[src/rtl/redmule_pkg.sv]
// Shared RedMulE constants and the TCDM traffic generator state encoding.
package redmule_pkg;

    localparam int unsigned DATA_W     = 64;
    localparam int unsigned ID_W       = 8;
    localparam int unsigned TG_MAX_OUT = 4;

    typedef enum logic [2:0] {
        TG_IDLE,
        TG_WRITE,
        TG_WDRAIN,
        TG_READ,
        TG_RDRAIN
    } tg_state_e;

endpackage

[src/rtl/redmule_tg_pattern.sv]
// Beat-address to data pattern: 32-bit word k of a beat carries address + 4k.
module redmule_tg_pattern #(
    parameter int unsigned DW = redmule_pkg::DATA_W
) (
    input  logic [31:0]   addr_i,
    output logic [DW-1:0] pattern_o
);

    localparam int unsigned NW = DW / 32;

    always_comb begin
        pattern_o = '0;
        for (int k = 0; k < NW; k++) begin
            pattern_o[k*32 +: 32] = addr_i + 32'(4 * k);
        end
    end

endmodule

[src/rtl/redmule_tcdm_traffic_gen.sv]
// TCDM traffic generator: writes a strided address pattern, reads it back and
// counts mismatched read beats and response-ordering errors.
module redmule_tcdm_traffic_gen #(
    parameter int unsigned DW      = redmule_pkg::DATA_W,
    parameter int unsigned IW      = redmule_pkg::ID_W,
    parameter int unsigned MAX_OUT = redmule_pkg::TG_MAX_OUT
) (
    input  logic            clk_i,
    input  logic            rst_ni,
    input  logic            start_i,
    input  logic [31:0]     base_addr_i,
    input  logic [31:0]     stride_i,
    input  logic [15:0]     len_i,
    output logic            busy_o,
    output logic            done_o,
    output logic [15:0]     err_cnt_o,
    output logic            req_valid_o,
    input  logic            req_ready_i,
    output logic [31:0]     req_add_o,
    output logic            req_wen_o,
    output logic [DW/8-1:0] req_be_o,
    output logic [DW-1:0]   req_data_o,
    output logic [IW-1:0]   req_id_o,
    input  logic            resp_valid_i,
    input  logic [DW-1:0]   resp_data_i,
    input  logic [IW-1:0]   resp_id_i
);

    import redmule_pkg::*;

    localparam logic [3:0] MaxOut = 4'(MAX_OUT);

    tg_state_e   state_q, state_d;
    logic [31:0] base_q, base_d;
    logic [31:0] stride_q, stride_d;
    logic [15:0] len_q, len_d;
    logic [15:0] beat_q, beat_d;
    logic [31:0] addr_q, addr_d;
    logic [15:0] rsp_idx_q, rsp_idx_d;
    logic [31:0] exp_addr_q, exp_addr_d;
    logic [3:0]  out_cnt_q, out_cnt_d;
    logic [15:0] err_cnt_q, err_cnt_d;
    logic        done_q, done_d;

    logic [DW-1:0] gen_pattern, chk_pattern;
    logic          req_valid, req_fire, last_beat;
    logic          rsp_active, rsp_take, rsp_stray, id_bad, data_bad;
    logic [1:0]    err_inc;
    logic [16:0]   err_sum;

    redmule_tg_pattern #(.DW(DW)) i_gen_pattern (.addr_i(addr_q),     .pattern_o(gen_pattern));
    redmule_tg_pattern #(.DW(DW)) i_chk_pattern (.addr_i(exp_addr_q), .pattern_o(chk_pattern));

    // Throttle uses only the registered count, so a freed slot is reused one cycle later.
    assign req_valid  = ((state_q == TG_WRITE) || (state_q == TG_READ)) && (out_cnt_q < MaxOut);
    assign req_fire   = req_valid && req_ready_i;
    assign last_beat  = (beat_q == len_q - 16'd1);
    assign rsp_active = resp_valid_i && (state_q != TG_IDLE);
    assign rsp_take   = rsp_active && (out_cnt_q != 4'd0);
    assign rsp_stray  = rsp_active && (out_cnt_q == 4'd0);
    assign id_bad     = rsp_take && (resp_id_i != rsp_idx_q[IW-1:0]);
    assign data_bad   = rsp_take && ((state_q == TG_READ) || (state_q == TG_RDRAIN))
                        && (resp_data_i != chk_pattern);
    assign err_inc    = 2'(rsp_stray) + 2'(id_bad) + 2'(data_bad);
    assign err_sum    = {1'b0, err_cnt_q} + 17'(err_inc);

    // NOTE: every variable gets a default first so no path leaves one unassigned (no latches).
    always_comb begin
        state_d    = state_q;
        base_d     = base_q;
        stride_d   = stride_q;
        len_d      = len_q;
        beat_d     = beat_q;
        addr_d     = addr_q;
        rsp_idx_d  = rsp_idx_q;
        exp_addr_d = exp_addr_q;
        out_cnt_d  = out_cnt_q;
        done_d     = 1'b0;
        err_cnt_d  = err_sum[16] ? 16'hFFFF : err_sum[15:0];

        unique case ({req_fire, rsp_take})
            2'b10:   out_cnt_d = out_cnt_q + 4'd1;
            2'b01:   out_cnt_d = out_cnt_q - 4'd1;
            default: out_cnt_d = out_cnt_q;
        endcase

        if (rsp_take) begin
            rsp_idx_d  = rsp_idx_q + 16'd1;
            exp_addr_d = exp_addr_q + stride_q;
        end
        if (req_fire) begin
            beat_d = beat_q + 16'd1;
            addr_d = addr_q + stride_q;
        end

        unique case (state_q)
            TG_IDLE: begin
                if (start_i) begin
                    base_d     = base_addr_i;
                    stride_d   = stride_i;
                    len_d      = len_i;
                    beat_d     = '0;
                    addr_d     = base_addr_i;
                    rsp_idx_d  = '0;
                    exp_addr_d = base_addr_i;
                    out_cnt_d  = '0;
                    err_cnt_d  = '0;
                    if (len_i == 16'd0) done_d  = 1'b1;
                    else                state_d = TG_WRITE;
                end
            end
            TG_WRITE: if (req_fire && last_beat) state_d = TG_WDRAIN;
            TG_WDRAIN: begin
                if (out_cnt_q == 4'd0) begin
                    state_d    = TG_READ;
                    beat_d     = '0;
                    addr_d     = base_q;
                    rsp_idx_d  = '0;
                    exp_addr_d = base_q;
                end
            end
            TG_READ: if (req_fire && last_beat) state_d = TG_RDRAIN;
            TG_RDRAIN: begin
                if (out_cnt_q == 4'd0) begin
                    state_d = TG_IDLE;
                    done_d  = 1'b1;
                end
            end
            default: state_d = TG_IDLE;
        endcase
    end

    // NOTE: sequential state uses non-blocking assignments only.
    always_ff @(posedge clk_i or negedge rst_ni) begin
        if (!rst_ni) begin
            state_q    <= TG_IDLE;
            base_q     <= '0;
            stride_q   <= '0;
            len_q      <= '0;
            beat_q     <= '0;
            addr_q     <= '0;
            rsp_idx_q  <= '0;
            exp_addr_q <= '0;
            out_cnt_q  <= '0;
            err_cnt_q  <= '0;
            done_q     <= 1'b0;
        end else begin
            state_q    <= state_d;
            base_q     <= base_d;
            stride_q   <= stride_d;
            len_q      <= len_d;
            beat_q     <= beat_d;
            addr_q     <= addr_d;
            rsp_idx_q  <= rsp_idx_d;
            exp_addr_q <= exp_addr_d;
            out_cnt_q  <= out_cnt_d;
            err_cnt_q  <= err_cnt_d;
            done_q     <= done_d;
        end
    end

    assign busy_o      = (state_q != TG_IDLE);
    assign done_o      = done_q;
    assign err_cnt_o   = err_cnt_q;
    assign req_valid_o = req_valid;
    assign req_add_o   = req_valid ? addr_q : '0;
    assign req_wen_o   = (state_q != TG_WRITE);
    assign req_be_o    = req_valid ? '1 : '0;
    assign req_data_o  = (req_valid && (state_q == TG_WRITE)) ? gen_pattern : '0;
    assign req_id_o    = req_valid ? beat_q[IW-1:0] : '0;

endmodule

[config.mk]
export PLATFORM = sky130hd
export DESIGN_NAME = redmule_tcdm_traffic_gen
export DESIGN_NICKNAME = d
export VERILOG_FILES = /design/src/rtl/redmule_pkg.sv /design/src/rtl/redmule_tg_pattern.sv /design/src/rtl/redmule_tcdm_traffic_gen.sv
export SDC_FILE = /design/constraint.sdc
export NUM_CORES = 1
export LEC_CHECK = 0
export BUFFER_PORTS_ARGS = -buffer_cell sky130_fd_sc_hd__buf_2
export CAP_MARGIN = 25
export CORE_MARGIN = 10
export CORE_UTILIZATION = 35
export CTS_CLUSTER_SIZE = 40
export DETAILED_ROUTE_END_ITERATION = 6
export PLACE_DENSITY = 0.61
export SLEW_MARGIN = 20
export SYNTH_ARGS = -nofsm -noshare
export SYNTH_HDL_FRONTEND = slang
export SYNTH_SLANG_ARGS = --single-unit
[constraint.sdc]
create_clock -name clk_i -period 5.13 [get_ports clk_i]
set_clock_uncertainty 0.2 [all_clocks]
set_input_delay 1.026 -clock clk_i [delete_from_list [all_inputs] [get_ports clk_i]]
set_output_delay 1.026 -clock clk_i [all_outputs]
set_load 0.01 [all_outputs]
# Word level (Yosys, flattened, before mapping)
# Index checks and enable logic that the tools add are counted.
classes:
  mux: 37
  add_sub_neg: 12
  n_eq_ne: 16
  n_reduce_logical: 19
  n_lt_le_gt_ge: 1
op_table:
  columns: ["op", "n"]
  rows:
  - ["32-bit 2-to-1 mux", 7]
  - ["16-bit 2-to-1 mux", 9]
  - ["32-bit one-hot mux with 2 select lines", 2]
  - ["32-bit by 3-bit adder with 32-bit output, second input constant", 2]
  - ["32-bit adder", 2]
  - ["64-bit 2-to-1 mux", 1]
  - ["64-bit != test", 1]
  - ["16-bit one-hot mux with 2 select lines", 2]
  - ["16-bit by 1-bit adder with 16-bit output, second input constant", 2]
  - ["3-bit 2-to-1 mux", 6]
  - ["16-bit by 2-bit adder with 17-bit output", 1]
  - ["16-bit == test", 1]
  - ["16-bit logical NOT", 1]
  - ["8-bit 2-to-1 mux", 2]
  - ["16-bit by 1-bit subtractor with 16-bit output, second input constant", 1]
  - ["3-bit one-hot mux with 5 select lines", 1]
  - ["1-bit logical AND", 10]
  - ["4-bit 2-to-1 mux", 2]
  - ["2-bit != test, second input constant", 4]
  - ["8-bit != test", 1]
  - ["4-bit one-hot mux with 2 select lines", 1]
  - ["3-bit by 2-bit == test with 1-bit output, second input constant", 2]
  - ["6-bit AND reduction", 1]
  - ["4-bit by 1-bit adder with 4-bit output, second input constant", 1]
  - ["18 further kinds", 22]
totals:
  register_bits: 200
  word_cells: 96

# Depth between registers and ports, before layout
logic_depth:
  word_depth: 10
  mapped_depth: 21
  mapped_depth_nobuf: 21

# By module
# Synthesis repeated with hierarchy kept, for this count alone.
unflattened:
  cells_unflattened: 1920
  hier_area_um2: 15554.9
modules_own_cells:
  columns: ["mod", "cells_per_inst", "area_per_inst_um2", "seq_area_each_um2", "instances"]
  rows:
  - ["redmule_tcdm_traffic_gen", 1690, 13913.3, 4804.6, 1]
  - ["redmule_tg_pattern", 115, 820.8, 0.0, 2]

# Worst setup path after synthesis
# Ideal clock, no wire load.
synth_timing:
  kind: "in2reg"
  from: "input resp_data_i[19]"
  to: "register err_cnt_q[10] (netlist: err_cnt_o[10])"
  arrival_time_ns: 5.074
  setup_ns: 0.078
  path_stages: 19
  setup_slack_ns: -0.222
  t_required_ns: 4.852
  path_cell_list: "xor2_1 nor4_4 nand3_1 a2111oi_2 o2111ai_1 a311oi_1 o2111ai_1 or4_1 o31ai_2 fa_1 inv_1 ha_1 fa_1 and3_1 and3_1 nand2_1 or3_1 clkbuf_1 a21oi_1"
synth_between:
  elab_chain_len: 7
synth_lines:
  columns: ["item", "line_no", "text"]
  rows:
  - ["start, declared", "redmule_tcdm_traffic_gen.sv:25", "input logic [DW-1:0] resp_data_i,"]
  - ["64-bit != test *", "redmule_tcdm_traffic_gen.sv:63", "&& (resp_data_i != chk_pattern);"]
  - ["1-bit logical AND *", "redmule_tcdm_traffic_gen.sv:63", null]
  - ["2-bit by 1-bit adder with 2-bit output *", "redmule_tcdm_traffic_gen.sv:64", "assign err_inc = 2'(rsp_stray) + 2'(id_bad) + 2'(data_bad);"]
  - ["16-bit by 2-bit adder with 17-bit output *", "redmule_tcdm_traffic_gen.sv:65", "assign err_sum = {1'b0, err_cnt_q} + 17'(err_inc);"]
  - ["16-bit 2-to-1 mux *", "redmule_tcdm_traffic_gen.sv:79", "err_cnt_d = err_sum[16] ? 16'hFFFF : err_sum[15:0];"]
  - ["16-bit 2-to-1 mux", "redmule_tcdm_traffic_gen.sv:98", "if (start_i) begin"]
  - ["16-bit 2-to-1 mux *", "redmule_tcdm_traffic_gen.sv:96", "unique case (state_q)"]
  - ["via err_cnt_d[10]", "redmule_tcdm_traffic_gen.sv:42", "logic [15:0] err_cnt_q, err_cnt_d;"]
  - ["end signal, assigned", "redmule_tcdm_traffic_gen.sv:157", "err_cnt_q <= err_cnt_d;"]
  - ["end, declared", "redmule_tcdm_traffic_gen.sv:42", null]
# Mark *: on every way through the listed nets, which the timed path passes. The rest lies on a longest branch.
# A chain may end at the register's enable or synchronous reset.

# Worst setup path after layout
layout_timing:
  from: "input resp_data_i[37]"
  to: "register err_cnt_q[4] (netlist: err_cnt_o[4])"
# Same word-level chain as after synthesis.

==> impl_metrics.ini <==
[cts]
path_clk_slew_ps = 80
cts.path.max_buffers = 2
cts_tree = yes
clk_latency_ps = 460
cts_root_buffer = clkbuf_16
clkSinkCount = 192
cts.htree.levels = 4
cts_buffers = 17

[timing]
setup_viol = 0
whs_ps = 281
slew_headroom_pct = 45.7
max_slew.worst_pin.slew_ps = 815
tns_ps = 0
clock.fmax_ghz = 0.197
hold_viol = 0
finalCriticalPeriod_ps = 5070
post-route-period-util_pct = 98.9
drv_slew = 0
rsz0062_at_grt = yes

[critical_path]
path_max_fanout = 7
critPathCaptureType = flop
cp.required_ps = 5320
crit_type = input port to flop
setup.worst_path.start_class = input port
cp.arrival_ps = 5260

[drt]
post_drt_wl_per_cell_um = 20.3
vias_per_cell = 5.43
routed_wl_um = 55900
drtAntennaViolNets = 0
first_pass_iters = 6
vias = 14900
drc_errors = 0
drt_iter0_drc = 1202

[power_and_ir_drop]
p_sw_share_pct = 45.7
p_sw_w = 0.00411
power.internal_w = 0.00488
powerDensity_nw_per_um2 = 492
power_frac_clock_pct = 17.6
vdd_drop_max_mv = 0.226
p_leak_nw = 8.89
pwr-share-comb_pct = 53.4
pwr-share-seq_pct = 29.0

[yosys]
syn_area_um2 = 15000
yosys_register_bits = 192
synth_top_area_share_pct = 32.1
yosys.area.top_type = dfrtp_1
netlist_instances = 1898
ys.flop_type = dfrtp_1
synth.avg_cell_area_um2 = 7.89
synth_seq_area_share_pct = 32.1
yosysUniqueCellTypes = 86
async_flop_share_pct = 100
synthesis.nets = 2132
ys_warn_count = 0
synth_area_leaders = dfrtp_1, nand2_1, xor2_1
synth-edff-count = 0

[global_routing]
grt_pass1_vias = 14600
grt_usage_pct = 21.3
grt_remaining_overflow = 0
grt_max_degree = 92
grt_first_pass_wirelength_um = 85200
antenna_found_initial = 11

[placement]
dp_hpwl_um = 43600
portBuffers = 288
globalplace.congestion = 0.944

[floorplanning]
io_pins = 289
rows = 75
core_area_um2 = 42100
fp.dieW_um = 227
initial_core_util_pct = 35.6
die_area_um2 = 51500
die_h_um = 227

[layout]
areaGrowthSynthToFinish_pct = 22.0
nNetsFinal = 2424
layout-drive-gt1-share_pct = 21.6

[run_status]
status = complete, no violations

[flow_run]
drv_cap = 0

[min_path]
hold_class = flop to flop
-- layout make-up --
type / instances / area [um2]
flip-flops and latches: 192 / 4810
diodes: 4 / 10.0
fillers: 4267 / 23900
multi-input cells: 1569 / 9820
clock buffers: 17 / 425
well taps: 539 / 674
clock inverters: 15 / 251
repair buffers: 378 / 2170
inverters: 32 / 120
-- per-stage QoR --
stage	instance area (um2)	util, %	total power, W	worst slack, ps	std cells
detailed placement	17300	41.1	0.00737	-749	2702
floorplan	15000	-	0.00565	-82.2	1898
global placement	17300	41.1	0.00729	-599	2702
global route	18300	43.4	0.00967	-102	2743
finish	18300	43.4	0.00899	57.0	2746
CTS	18100	43.0	0.00901	-85.4	2738
-- path summary, 6_finish.rpt --
path / startpoint / slack, ps / end / depth (start not counted)
max: resp_data_i[37] / 60 / err_cnt_o[4] / 20
min: base_q[15] / 280 / base_q[15] / 2
max reg2reg: exp_addr_q[2] / 150 / err_cnt_o[4] / 19
min reg2reg: base_q[15] / 280 / base_q[15] / 2
max in group asynchronous: rst_ni / 3190 / beat_q[14] / 2
min in group asynchronous: rst_ni / 450 / stride_q[4] / 1
-- cell usage in the layout (no fill, tap or decap), types with 23 or more instances in the layout --
| cell type | count |
|---|---|
| nand2_1 | 377 |
| buf_2 | 284 |
| dfrtp_1 | 191 |
| nor2_1 | 145 |
| a21oi_1 | 137 |
| xor2_1 | 112 |
| o21ai_0 | 109 |
| buf_4 | 86 |
| xnor2_1 | 83 |
| ha_1 | 70 |
| nand3_1 | 56 |
| and2_1 | 50 |
| and3_1 | 46 |
| inv_1 | 30 |
| nand4_1 | 30 |
| a21o_1 | 26 |
| a22oi_1 | 23 |
-- state kept, by name (all words and copies together), names as in the netlist, 3 cells and up --
| signal | cells |
|---|---|
| len_q | 16 |
| beat_q | 16 |
| out_cnt_q | 4 |
| exp_addr_q | 32 |
| err_cnt_o | 16 |
| addr_q | 32 |
| stride_q | 32 |
| state_q | 3 |
| rsp_idx_q | 8 |
| base_q | 32 |
-- per-layer routing --
metal  GRT usage [%]  part of all wire [%]  vias to the layer above  wire length [um]
met5               0                  0.16                        -                89
li1                -                     -                     7237                 -
met3            4.65                   6.3                       98              3530
met4            7.18                   3.3                       14              1850
met2            37.1                    50                      459             27700
met1            25.5                    41                     7109             22700
-- critical path, stage by stage --
cell and delay, ps:
buf_6 100, xor2_4 170, xor2_2 170, a31oi_2 160, a2111oi_4 420, o2111ai_1 180, a311oi_1 240, o2111ai_1 150
or4_4 470, o31ai_4 200, buf_6 140, fa_1 370, inv_1 80, ha_2 190, fa_2 200, and3_4 170
and3_4 200, nand2_4 60, or3_4 410, a21oi_2 160
-- logic make-up (layout without fill, tap and decap cells) --
logic type                 count (synthesis)  in the layout  synth area share [%]
and+or+nand+nor                          841            842                  26.8
AOI/OAI and AO/OA                        435            435                  17.9
xor gates and xnor gates                 199            199                  11.6
DFF                                      192            192                  32.1
buffers and inverters                    138            442                  3.91
adders and majority gates                 77             77                  6.68
muxes                                     16             16                  1.09
other                                      0              4                     0
-- timing repair --
action,CTS,global route
setup buffers,3,4
pin swaps,14,8
hold buffers,0,0
cloned,1,0
gates resized for setup,19,18
endpoints found under the setup margin,16,16
-- cells in the mapped netlist, drive strengths merged, types with 4 or more instances --
cell,n
a211oi,8
a21o,26
and3,52
mux2i,13
nand3,60
o221ai,5
o211ai,9
nor3b,5
fa,5
buf,28
nor2b,8
a21boi,4
o21a,10
nand2b,4
nand4,33
dfrtp,192
nor2,149
o2111ai,4
o31a,5
nand2,380
a211o,7
nor4,25
nor3,25
o21ai,111
o22ai,15
and4,7
xor2,116
xnor2,83
or4,4
or3,20
a22oi,23
a21oi,147
a31oi,21
ha,72
and2,50
clkbuf,78
o31ai,6
inv,31
o21bai,7
nand3b,7
-- power by group through the flow --
stage | combinational, W | clock [W] | sequential, W
finish | 0.00480 | 0.00158 | 0.00261
detailed placement | 0.00472 | 0 | 0.00264
global route | 0.00533 | 0.00167 | 0.00267
CTS | 0.00479 | 0.00160 | 0.00262
floorplan | 0.00333 | 0 | 0.00233
global placement | 0.00465 | 0 | 0.00264
(Power assumes the default switching activity.)
